$ cat src/rtl/store_access_ctrl.sv
// store_access_ctrl: sequences MIPS stores (sb, sh, sw, swl, swr) onto a
// word-only data memory. Partial-word stores read the addressed word,
// merge the new bytes and write it back. A full-word sw writes directly.
// Byte lanes are big-endian: lane 0 is bits [31:24], lane 3 is bits [7:0].
//
// Handshakes:
//   st_req/st_done: st_req is sampled only in IDLE. Every accepted request
//   ends with exactly one st_done pulse, and st_err rides on it for failures.
//   mem_req/mem_ack: mem_req is held, with mem_addr/mem_we/mem_wdata stable,
//   until a one-cycle mem_ack arrives or the wait times out. mem_ack is
//   ignored while mem_req is low.
module store_access_ctrl #(
    parameter int TIMEOUT = 255
) (
    input  logic        clk,
    input  logic        reset,
    input  logic        st_req,
    input  logic [5:0]  st_op,
    input  logic [31:0] st_addr,
    input  logic [31:0] st_data,
    output logic        st_busy,
    output logic        st_done,
    output logic        st_err,
    output logic        mem_req,
    output logic        mem_we,
    output logic [31:0] mem_addr,
    output logic [31:0] mem_wdata,
    input  logic [31:0] mem_rdata,
    input  logic        mem_ack,
    output logic [2:0]  state_dbg
);

    localparam logic [5:0] OP_SB  = 6'b101000;
    localparam logic [5:0] OP_SH  = 6'b101001;
    localparam logic [5:0] OP_SWL = 6'b101010;
    localparam logic [5:0] OP_SW  = 6'b101011;
    localparam logic [5:0] OP_SWR = 6'b101110;

    // Last count value that still waits for an ack.
    localparam logic [7:0] TMO_LAST = 8'(TIMEOUT - 1);

    typedef enum logic [2:0] {
        S_IDLE  = 3'd0,
        S_READ  = 3'd1,
        S_WRITE = 3'd2,
        S_DONE  = 3'd3,
        S_ERR   = 3'd4
    } state_t;

    state_t      state;
    state_t      next_state;
    logic [5:0]  op_q;
    logic [31:0] addr_q;
    logic [31:0] data_q;
    logic [31:0] old_q;
    logic [7:0]  cnt;
    logic        timed_out;
    logic        req_bad;
    logic [1:0]  k;
    logic [3:0]  lane_mask;
    logic [31:0] byte_mask;
    logic [31:0] aligned;
    logic [31:0] old_word;
    logic [31:0] merged;

    // Decode errors: unknown opcodes, sh on an odd byte, sw off a word boundary.
    function automatic logic is_bad(input logic [5:0] op, input logic [1:0] lo);
        logic bad;
        case (op)
            OP_SB, OP_SWL, OP_SWR: bad = 1'b0;
            OP_SH:                 bad = lo[0];
            OP_SW:                 bad = (lo != 2'b00);
            default:               bad = 1'b1;
        endcase
        return bad;
    endfunction

    assign req_bad   = is_bad(st_op, st_addr[1:0]);
    assign timed_out = (cnt == TMO_LAST) && !mem_ack;

    // State register.
    always_ff @(posedge clk or posedge reset) begin
        if (reset) state <= S_IDLE;
        else       state <= next_state;
    end

    // Next-state logic; an ack in the final waiting cycle beats the timeout.
    always_comb begin
        next_state = state;
        case (state)
            S_IDLE: begin
                if (st_req) begin
                    if (req_bad)            next_state = S_ERR;
                    else if (st_op == OP_SW) next_state = S_WRITE;
                    else                     next_state = S_READ;
                end
            end
            S_READ: begin
                if (mem_ack)        next_state = S_WRITE;
                else if (timed_out) next_state = S_ERR;
            end
            S_WRITE: begin
                if (mem_ack)        next_state = S_DONE;
                else if (timed_out) next_state = S_ERR;
            end
            S_DONE:  next_state = S_IDLE;
            S_ERR:   next_state = S_IDLE;
            default: next_state = S_IDLE;
        endcase
    end

    // Output decode: everything is a function of the current state.
    always_comb begin
        st_busy   = (state != S_IDLE);
        st_done   = 1'b0;
        st_err    = 1'b0;
        mem_req   = 1'b0;
        mem_we    = 1'b0;
        mem_wdata = 32'd0;
        case (state)
            S_READ: mem_req = 1'b1;
            S_WRITE: begin
                mem_req   = 1'b1;
                mem_we    = 1'b1;
                mem_wdata = merged;
            end
            S_DONE: st_done = 1'b1;
            S_ERR: begin
                st_done = 1'b1;
                st_err  = 1'b1;
            end
            default: ;
        endcase
    end

    assign mem_addr  = {addr_q[31:2], 2'b00};
    assign state_dbg = state;

    // Latch the request once in IDLE so it cannot move during a transaction.
    always_ff @(posedge clk or posedge reset) begin
        if (reset) begin
            op_q   <= 6'd0;
            addr_q <= 32'd0;
            data_q <= 32'd0;
        end else if (state == S_IDLE && st_req) begin
            op_q   <= st_op;
            addr_q <= st_addr;
            data_q <= st_data;
        end
    end

    // Capture the old memory word when the read is acknowledged.
    always_ff @(posedge clk or posedge reset) begin
        if (reset)                          old_q <= 32'd0;
        else if (state == S_READ && mem_ack) old_q <= mem_rdata;
    end

    // Wait counter: cleared on every state change, counts unacked cycles.
    always_ff @(posedge clk or posedge reset) begin
        if (reset)                                      cnt <= 8'd0;
        else if (next_state != state)                   cnt <= 8'd0;
        else if (state == S_READ || state == S_WRITE)   cnt <= cnt + 8'd1;
    end

    // Lane placement and byte mask. lane_mask[3] is lane 0 (bits 31:24).
    always_comb begin
        k = addr_q[1:0];
        case (op_q)
            OP_SB: begin
                aligned   = {4{data_q[7:0]}};
                lane_mask = 4'b1000 >> k;
            end
            OP_SH: begin
                aligned   = {2{data_q[15:0]}};
                lane_mask = addr_q[1] ? 4'b0011 : 4'b1100;
            end
            OP_SWL: begin
                // Leftmost bytes of Rt fill lanes k..3.
                aligned   = data_q >> {k, 3'b000};
                lane_mask = 4'b1111 >> k;
            end
            OP_SWR: begin
                // Rightmost bytes of Rt fill lanes 0..k.
                aligned   = data_q << {(2'd3 - k), 3'b000};
                lane_mask = 4'b1111 << (2'd3 - k);
            end
            default: begin
                aligned   = data_q;
                lane_mask = 4'b1111;
            end
        endcase
    end

    // Read-modify-write merge; sw has no old word.
    always_comb begin
        byte_mask = {{8{lane_mask[3]}}, {8{lane_mask[2]}},
                     {8{lane_mask[1]}}, {8{lane_mask[0]}}};
        old_word  = (op_q == OP_SW) ? 32'd0 : old_q;
        merged    = (old_word & ~byte_mask) | (aligned & byte_mask);
    end

endmodule

$ cat config.mk
export PLATFORM = sky130hd
export DESIGN_NAME = store_access_ctrl
export DESIGN_NICKNAME = d
export VERILOG_FILES = /design/src/rtl/store_access_ctrl.sv
export SDC_FILE = /design/constraint.sdc
export NUM_CORES = 1
export LEC_CHECK = 0
export BUFFER_PORTS_ARGS = -buffer_cell sky130_fd_sc_hd__buf_2
export CORE_MARGIN = 5
export CORE_UTILIZATION = 25
export DETAILED_ROUTE_END_ITERATION = 8
export PLACE_DENSITY = 0.53
export RECOVER_POWER = 50
export SYNTH_ARGS = -nofsm -noshare
export SYNTH_HDL_FRONTEND = slang
export SYNTH_SLANG_ARGS = --single-unit
$ cat constraint.sdc
create_clock -name clk -period 3.6 [get_ports clk]
set_input_delay 0 -clock clk [delete_from_list [all_inputs] [get_ports clk]]
set_output_delay 0 -clock clk [all_outputs]
set_load 0.02 [all_outputs]
==> results.txt, run 1 <==
----------------------------------------------------
[Status]
  Status ... finished with violations
  Failing checks ... capacitance limit, slew limit

[Hold path]
  Worst Hold Depth ... 4
  Worst hold start ... st_req
  Endpoint, Worst Hold ... state_dbg[1]
  Type of the worst min-delay path ... input pin to flip-flop

[Synth]
  Ranking of synthesized cells by area ... sky130_fd_sc_hd__dfrtp_1 (43%), sky130_fd_sc_hd__nand2_1 (13%), sky130_fd_sc_hd__mux2_2 (6.9%)
  Sequential-to-total area share from yosys stat ... 43.07%
  Post-Synthesis Mean Instance Area ... 8.548 um2
  Async SR Flop Fraction ... 100.0%
  Primary flip-flop cell chosen by synthesis mapping ... sky130_fd_sc_hd__dfrtp_1
  Post-Synthesis Cell Area ... 6565 um2
  Cell type with the highest aggregate area in the netlist ... sky130_fd_sc_hd__dfrtp_1
  Number of library cell types mapped by synthesis ... 60
  YS warnings ... 0
  Post-Synthesis Cells ... 768
  FF+latch count, synth ... 113
  Top cell type's share of synthesized area ... 43.07%
  Number of flops mapped to enable cells by yosys ... 0

[STA]
  RSZ-0062 raised after global routing ... no
  Setup TNS ... 0 ps
  Transition time at the pin with the least slew margin ... 2505 ps
  Total count of hold-check failures in the final report ... 0
  Setup-failing EPs final ... 0
  Slew margin rel. ... -67.19%
  Fin crit share ... 81.23%
  Final Hold Slack ... 161.9 ps
  Worst clock skew ... 5.958 ps
  Fin worst setup slack ... 675.7 ps
  Slew Viols, Final ... 65
  Min cycle time layout ... 2924 ps
  Maximum clock frequency ... 0.3420 GHz

[Setup path]
  Category of the worst setup path launch point ... flip-flop
  Crit Path Class ... flip-flop to output port
  Critical path capture point type ... output port
  Worst setup slack for register-to-register paths ... 1260 ps
  Source of the worst register-to-register timing path ... state_dbg[2]
  Max stage delay on crit path ... 650 ps
  Reg2reg end ... cnt[1]
  Critical path, cell by cell ... or3b_2 > a21oi_1 > o21ai_0 > o21ai_0 > buf_2
  Critical path's most frequent cell ... sky130_fd_sc_hd__o21ai_0
  Worst r2r path cells ... 5
  Required @ worst endpoint ... 3600 ps
  CP Max Fanout ... 16
  Worst path arrival time ... 2920 ps
  Highest-delay cell along the critical path ... sky130_fd_sc_hd__a21oi_1

[Routing]
  TritonRoute pass-1 iters ... 5
  DR iter-0 viols ... 446
  Drt drc ... 0
  Routed WL per cell ... 17.07 um
  Vias ... 6369
  Total wire length after detailed routing ... 23.08 mm
  DRT antenna net count ... 0
  Via/cell ratio ... 4.711

[Clocking]
  Clock-pin slew on the worst setup and hold paths ... 60 ps
  Number of sinks driven by the clock tree ... 113
  Total of cells resized after clock tree synthesis ... 0
  Skew-Pair Late Insertion Delay ... 420 ps
  Clock root buffer ... sky130_fd_sc_hd__clkbuf_16
  TritonCTS clock tree ... done
  Total CTS buffers ... 17
  # H-tree levels ... 4
  Clock tree buffer depth ... 2

[Final layout]
  Synth-to-layout area growth ... 38.63%
  Number of filler cells placed in the layout ... 2698
  Leading cell types in the layout, fill and taps excluded ... sky130_fd_sc_hd__nand2_1 (228), sky130_fd_sc_hd__buf_2 (141), sky130_fd_sc_hd__dfrtp_1 (112)
  Final instance count without filler cells ... 1352
  Most frequent standard cell in the layout excluding fill and tap cells ... sky130_fd_sc_hd__nand2_1
  Final Net Count ... 1111
  Ratio of cells with drive above 1 in the final layout ... 23.62%

[Placement]
  Placed Cells ... 1215
  Pre-CTS setup slack ... 1161 ps
  Detailed-placement wirelength estimate ... 15.87 mm
  Weighted congestion at the end of routability-driven global placement ... 0.8599
  Input/output buffers ... 175

[Global route]
  Global-route total usage across every layer ... 15.54%
  First-pass GRT wire length ... 35.63 mm
  Grt ovf ... 0
  Number of global-route vias before repair ... 6411
  Antenna violations before repair ... 3
  Maximum number of pins on one net before global-route repair ... 71

[Floorplan]
  Area of the die ... 29600 um2
  # rows ... 59
  IO Pins ... 178
  Standard cell core area ... 25980 um2
  Die height ... 172.1 um
  Starting density of the core ... 25.26%
  Die width ... 172.1 um

[Power]
  Pwr dens ... 539.5 nW/um2
  Max VDD drop ... 0.2453 mV
  Leakage ... 4.290 nW

[Job]
  Max Cap Viol ... 1

----------------------------------------------------
## Yosys cell counts (all sizes together) (3+ instances only)
cell type and instances:
buf 50, clkbuf 30, mux2 40, nand2 228
a221oi 16, a211oi 9, o21ai 62, a222oi 7
nand4b 4, nor2b 3, mux2i 32, dfrtp 113
and3 3, a22o 8, o31ai 10, nand4 4
a21oi 19, inv 4, nor3 3, xnor2 6
nor2 62, nand3 14
## critical path: cells and delay by family (launching register included)
kind | cells | cell delay [ps]
AOI/OAI and AO/OA | 3 | 1150
and+or+nand+nor | 1 | 600
buffers and inverters | 1 | 220
DFF | 1 | 540
## final cells by class
class | instances | area (um2) | share of cell area, %
antenna | 1 | 2.502 | 0.02750
timing repair buffer | 295 | 1994 | 21.91
tap | 335 | 419.2 | 4.605
inverter | 4 | 15.01 | 0.1650
clock inverter | 14 | 117.6 | 1.292
sequential | 113 | 2829 | 31.08
clock buffer | 18 | 439.2 | 4.825
multi-input combinational | 572 | 3284 | 36.09
## metal layers
metal / part of all wire (%) / global-route usage, %
met5: 0.061 / 0
met4: 3.1 / 6.015
met3: 8.2 / 4.847
met2: 44 / 23.70
met1: 44 / 20.64
## state kept, by name, summed over array words and instances, names as in the netlist
| name | flops |
|---|---|
| cnt | 8 |
| state_dbg | 3 |
| op_q | 6 |
| old_q | 32 |
| data_q | 32 |
| addr_q | 32 |
## power by group
part | leakage (nW) | internal [mW] | total, mW | switching (mW)
logic | 2.58 | 0.596 | 1.36 | 0.766
clock network | 0.271 | 0.961 | 1.61 | 0.648
registers | 1.44 | 1.58 | 1.94 | 0.361
total | 4.29 | 3.14 | 4.91 | 1.77
## stage by stage
stage                     power (mW)  utilization (%)  instance area (um2)
after global placement         3.236            29.06                 7552
after CTS                      4.982            35.21                 9150
final                          4.910            35.03                 9101
after floorplan                2.884                -                 6569
after global routing           5.218            35.03                 9101
after detailed placement       3.245            29.06                 7552
## cells by family after synthesis
family                   synth area share, %
multiplexers                           11.74
buffers and inverters                  7.032
AO/OA/AOI/OAI                          14.87
AND/OR/NAND/NOR                        21.78
flip-flops                             43.07
XOR/XNOR                               1.067
other                                0.05712
adder cells (fa/ha/maj)               0.3811
## how the worst max path moves through the flow
| stage | from | slack (ps) | cells past startpoint | endpoint |
|---|---|---|---|---|
| floorplan | reset | 610 | 1 | addr_q[0] |
| global placement | state_dbg[2] | 1250 | 5 | mem_wdata[30] |
| detailed placement | state_dbg[2] | 1160 | 5 | mem_wdata[25] |
| CTS | state_dbg[2] | 700 | 5 | mem_wdata[25] |
| global route | reset | 460 | 4 | addr_q[0] |
| finish | state_dbg[2] | 680 | 5 | mem_wdata[25] |
## what timing repair did
item	4_1_cts	5_1_grt
endpoints found under the setup margin	0	0
endpoints found under the hold margin	166	0
setup buffers	0	0
hold buffers	104	0
No activity file was read; power rests on OpenSTA's default activity.
==> inputs of run 2 (changes only) <==
- PLACE_DENSITY: 0.53 -> 0.55
- clock period: 3.6 -> 2.45 ns (I/O delays scaled with it)
==> results.txt, run 2 (synthesized netlist as in run 1, its figures left out) <==
----------------------------------------------------
[Status]
  Status ... finished with violations
  Failing checks ... capacitance limit, slew limit

[Final layout]
  Layout Utilization ... 36.38%
  Ratio of cells with drive above 1 in the final layout ... 27.24%
  Synth-to-layout area growth ... 44.01%
  Post-route cell area ... 9454 um2
  Final Net Count ... 1134
  Biggest regs ... addr_q x32, data_q x32, old_q x32
  Most frequent standard cell in the layout excluding fill and tap cells ... sky130_fd_sc_hd__nand2_1
  Leading cell types in the layout, fill and taps excluded ... sky130_fd_sc_hd__nand2_1 (228), sky130_fd_sc_hd__buf_2 (141), sky130_fd_sc_hd__dfrtp_1 (112)

[STA]
  Worst clock skew ... 6.849 ps
  Transition time at the pin with the least slew margin ... 1612 ps
  Min cycle time layout ... 2384 ps
  Maximum clock frequency ... 0.4195 GHz
  Fin worst setup slack ... 66.16 ps
  Total count of hold-check failures in the final report ... 0
  Slew Viols, Final ... 114
  Slew margin rel. ... -7.492%
  Setup-failing EPs final ... 0
  Fin crit share ... 97.30%

[Setup path]
  Reg2reg end ... cnt[1]
  Worst path arrival time ... 2380 ps
  CP Max Fanout ... 20
  Required @ worst endpoint ... 2450 ps
  Highest-delay cell along the critical path ... sky130_fd_sc_hd__dfrtp_1
  Critical path, cell by cell ... buf_4 > nor2_1 > o21a_2 > buf_12 > o21ai_0 > a221oi_1 > o21ai_0 > buf_2
  Critical path's most frequent cell ... sky130_fd_sc_hd__o21ai_0
  Crit Path Class ... flip-flop to output port
  Max stage delay on crit path ... 400 ps
  Worst r2r path cells ... 6
  Top Family by Delay on Critical Path ... compound AO/OA/AOI/OAI gates
  Critical path capture point type ... output port
  Category of the worst setup path launch point ... flip-flop
  Total buffers and inverters traversed by the critical path ... 3
  Worst setup slack for register-to-register paths ... 330 ps
  Source of the worst register-to-register timing path ... state_dbg[0]

[Power]
  Leakage ... 4.466 nW
  Reg power frac ... 36.0%
  Cell-internal power ... 5.041 mW
  Logic gate share of total power ... 29.4%
  Pwr dens ... 810.0 nW/um2
  Psw ... 2.617 mW
  Power share of the clock group ... 34.5%
  Total power ... 7.657 mW
  Max VDD drop ... 0.4763 mV
  Switch share ... 34.17%

[Hold path]
  Type of the worst min-delay path ... input pin to flip-flop
  Endpoint, Worst Hold ... addr_q[0]
  Worst Hold Depth ... 4
  Worst hold start ... st_req

[Clocking]
  Clock-pin slew on the worst setup and hold paths ... 50 ps
  Skew-Pair Late Insertion Delay ... 410 ps
  Clock tree buffer depth ... 2
  Number of sinks driven by the clock tree ... 113
  # H-tree levels ... 4
  TritonCTS clock tree ... done
  Total CTS buffers ... 17
  Clock root buffer ... sky130_fd_sc_hd__clkbuf_16

[Routing]
  Total wire length after detailed routing ... 23.54 mm
  Routed WL per cell ... 17.12 um
  TritonRoute pass-1 iters ... 7
  DR iter-0 viols ... 464
  DRT antenna net count ... 0
  Drt drc ... 0
  Vias ... 6479
  Via/cell ratio ... 4.712

[Floorplan]
  Die height ... 172.1 um
  IO Pins ... 178
  Area of the die ... 29600 um2
  Standard cell core area ... 25980 um2
  # rows ... 59
  Starting density of the core ... 25.26%
  Die width ... 172.1 um

[Placement]
  Detailed-placement wirelength estimate ... 16.04 mm
  Input/output buffers ... 175
  Weighted congestion at the end of routability-driven global placement ... 0.8829
  Post-place instance area ... 7756 um2
  Pre-CTS setup slack ... 267.6 ps

[Global route]
  Grt ovf ... 0
  First-pass GRT wire length ... 35.56 mm
  Number of global-route vias before repair ... 6317
  Antenna violations before repair ... 2
  Maximum number of pins on one net before global-route repair ... 114
  Global-route total usage across every layer ... 15.59%

[Job]
  Max Cap Viol ... 1

----------------------------------------------------
==> run 2: tightest hold or removal path, delay by kind of cell <==
| kind | cells | cell delay, ps |
|---|---|---|
| simple gates | 3 | 340 |
| buf+inv | 1 | 120 |
==> run 2: cell type report <==
type | instances | area [um2]
antenna | 1 | 2.502
clock buffer | 21 | 460.4
clock inverter | 11 | 160.2
fill | 2716 | 16530
inverter | 4 | 18.77
multi-input combinational | 572 | 3372
sequential | 113 | 2829
tap | 335 | 419.2
timing repair buffer | 318 | 2192
==> run 2: routing by layer <==
metal | up-vias | part of all wire [%] | track usage, %
met1 | 3060 | 46 | 21.40
met2 | 236 | 46 | 24.08
li1 | 3149 | - | -
met5 | - | 0.030 | 0
met4 | 2 | 1.8 | 4.990
met3 | 32 | 6.6 | 4.070
==> run 2: power by group through the flow <==
stage	registers (mW)	clock network, mW	logic, mW
after floorplan	2.61	0	1.63
after global placement	2.77	0	2.09
after detailed placement	2.77	0	2.11
after CTS	2.75	2.73	2.25
after global routing	2.82	2.83	2.47
final	2.76	2.65	2.25
==> run 2: metrics by stage <==
step | std cells | hold WS (ps) | TNS (ps)
global route | 1375 | 95.75 | -147.5
floorplan | 769 | 105.4 | 0
CTS | 1373 | 68.56 | 0
finish | 1375 | 96.31 | 0
detailed placement | 1237 | 194.7 | 0
global placement | 1237 | 187.8 | 0
==> run 2: worst max-delay path by stage <==
stage                            start             to  slack, ps  cells past startpoint
final                          op_q[1]  mem_wdata[28]         70                      8
after global placement    state_dbg[2]  mem_wdata[31]        290                      5
after global routing           op_q[1]  mem_wdata[28]        -80                      8
after detailed placement  state_dbg[2]  mem_wdata[31]        270                      5
after floorplan           state_dbg[1]  mem_wdata[12]        310                      6
after CTS                      op_q[1]   mem_wdata[4]          7                      8
==> run 2: what timing repair did <==
action | CTS | global route
setup endpoints to repair | 14 | 16
hold endpoints to repair | 217 | 0
buffers inserted | 0 | 1
resized for setup | 5 | 16
hold buffers | 104 | 0
==> inputs of run 3 (changes only) <==
- REMOVE_ABC_BUFFERS: default -> 1
==> results.txt, run 3 (synthesized netlist as in run 1, its figures left out) <==
----------------------------------------------------
[Status]
  Failing checks ... capacitance limit, slew limit
  Status ... finished with violations

[Clocking]
  Clock root buffer ... sky130_fd_sc_hd__clkbuf_16
  TritonCTS clock tree ... done
  Clock tree buffer depth ... 2
  Clock-pin slew on the worst setup and hold paths ... 50 ps
  Skew-Pair Late Insertion Delay ... 420 ps
  Total CTS buffers ... 17
  # H-tree levels ... 4
  Number of sinks driven by the clock tree ... 113

[Global route]
  Grt ovf ... 0
  Maximum number of pins on one net before global-route repair ... 70
  Number of global-route vias before repair ... 6243
  Global-route total usage across every layer ... 15.03%
  First-pass GRT wire length ... 34.92 mm
  Antenna violations before repair ... 4

[Placement]
  Detailed-placement wirelength estimate ... 15.35 mm
  Pre-CTS setup slack ... 221.7 ps
  Input/output buffers ... 175
  Weighted congestion at the end of routability-driven global placement ... 0.8542

[Routing]
  Total wire length after detailed routing ... 22.65 mm
  DR iter-0 viols ... 379
  Routed WL per cell ... 16.48 um
  TritonRoute pass-1 iters ... 6
  Drt drc ... 0
  Vias ... 6368
  Via/cell ratio ... 4.631
  DRT antenna net count ... 0

[Final layout]
  Ratio of cells with drive above 1 in the final layout ... 27.97%
  Most frequent standard cell in the layout excluding fill and tap cells ... sky130_fd_sc_hd__nand2_1
  Final Net Count ... 1133
  Leading cell types in the layout, fill and taps excluded ... sky130_fd_sc_hd__nand2_1 (228), sky130_fd_sc_hd__buf_2 (145), sky130_fd_sc_hd__dfrtp_1 (108)
  Synth-to-layout area growth ... 44.62%
  Biggest regs ... addr_q x32, data_q x32, old_q x32

[Hold path]
  Type of the worst min-delay path ... input pin to flip-flop

[Setup path]
  Required @ worst endpoint ... 2450 ps
  Category of the worst setup path launch point ... flip-flop
  CP Max Fanout ... 8
  Crit Path Class ... flip-flop to output port
  Worst path arrival time ... 2420 ps
  Critical path capture point type ... output port

[Floorplan]
  IO Pins ... 178
  Die height ... 172.1 um
  Area of the die ... 29600 um2
  Starting density of the core ... 25.26%
  Die width ... 172.1 um
  Standard cell core area ... 25980 um2
  # rows ... 59

[Power]
  Max VDD drop ... 0.4266 mV
  Pwr dens ... 781.6 nW/um2
  Leakage ... 4.465 nW

[STA]
  Transition time at the pin with the least slew margin ... 1532 ps
  Slew margin rel. ... -2.680%
  Fin crit share ... 98.97%
  Slew Viols, Final ... 35
  Fin worst setup slack ... 25.21 ps
  Worst clock skew ... 10.02 ps
  Final Hold Slack ... 149.2 ps
  Maximum clock frequency ... 0.4124 GHz
  Total count of hold-check failures in the final report ... 0
  Setup-failing EPs final ... 0
  Min cycle time layout ... 2425 ps
  RSZ-0062 raised after global routing ... yes

[Job]
  Max Cap Viol ... 1

----------------------------------------------------
[run 3: final timing paths]
path / startpoint / end / slack (ps) / depth (start not counted)
setup reg to reg: state_dbg[1] / cnt[6] / 250 / 6
max in group asynchronous: reset / state_dbg[2] / 540 / 4
min in group asynchronous: reset / addr_q[11] / 480 / 3
setup / recovery: op_q[4] / mem_wdata[24] / 30 / 6
hold / removal: st_req / state_dbg[1] / 150 / 4
hold reg to reg: addr_q[24] / addr_q[24] / 470 / 2
[run 3: per-stage QoR]
| stage | cell area (um2) | total power, mW | utilization [%] | instances | setup TNS [ps] |
|---|---|---|---|---|---|
| 2_1_floorplan | 6122 | 4.025 | - | 689 | -417740 |
| 3_3_place_gp | 7755 | 4.770 | 29.84 | 1232 | 0 |
| 3_5_place_dp | 7755 | 4.797 | 29.84 | 1232 | 0 |
| 4_1_cts | 9418 | 7.445 | 36.24 | 1367 | -26.18 |
| 5_1_grt | 9494 | 7.840 | 36.54 | 1375 | -148.7 |
| 6_report | 9494 | 7.420 | 36.54 | 1375 | 0 |
[run 3: power by group]
group	internal, mW	switching [mW]
clock network	1.57	0.870
logic	0.980	1.24
registers	2.33	0.437
[run 3: timing repair]
item,4_1_cts,5_1_grt
hold endpoints to repair,135,0
pin swaps,0,3
resized for setup,14,22
hold buffers,104,0
gates cloned,0,1
buffers inserted,0,4
endpoints found under the setup margin,23,26
[run 3: critical path, cell delays in order (launching register included)]
cell	delay, ps
sky130_fd_sc_hd__dfrtp_1	390
sky130_fd_sc_hd__nand3b_1	310
sky130_fd_sc_hd__nor2_1	240
sky130_fd_sc_hd__and3_2	380
sky130_fd_sc_hd__a221oi_1	140
sky130_fd_sc_hd__o21ai_0	320
sky130_fd_sc_hd__buf_2	230
[run 3: per-layer routing]
layer  GRT usage (%)  wire [um]
met5               0         13
met4           3.418        272
met3           3.406       1473
met2           24.35      10610
met1           20.57      10290
[run 3: cell type report]
cell class / count / area [um2]
clock inverter: 6 / 80.08
inverter: 4 / 18.77
multi-input combinational: 572 / 3403
antenna: 3 / 7.507
fill: 2670 / 16490
sequential: 113 / 2834
clock buffer: 25 / 485.5
tap: 335 / 419.2
timing repair buffer: 317 / 2246
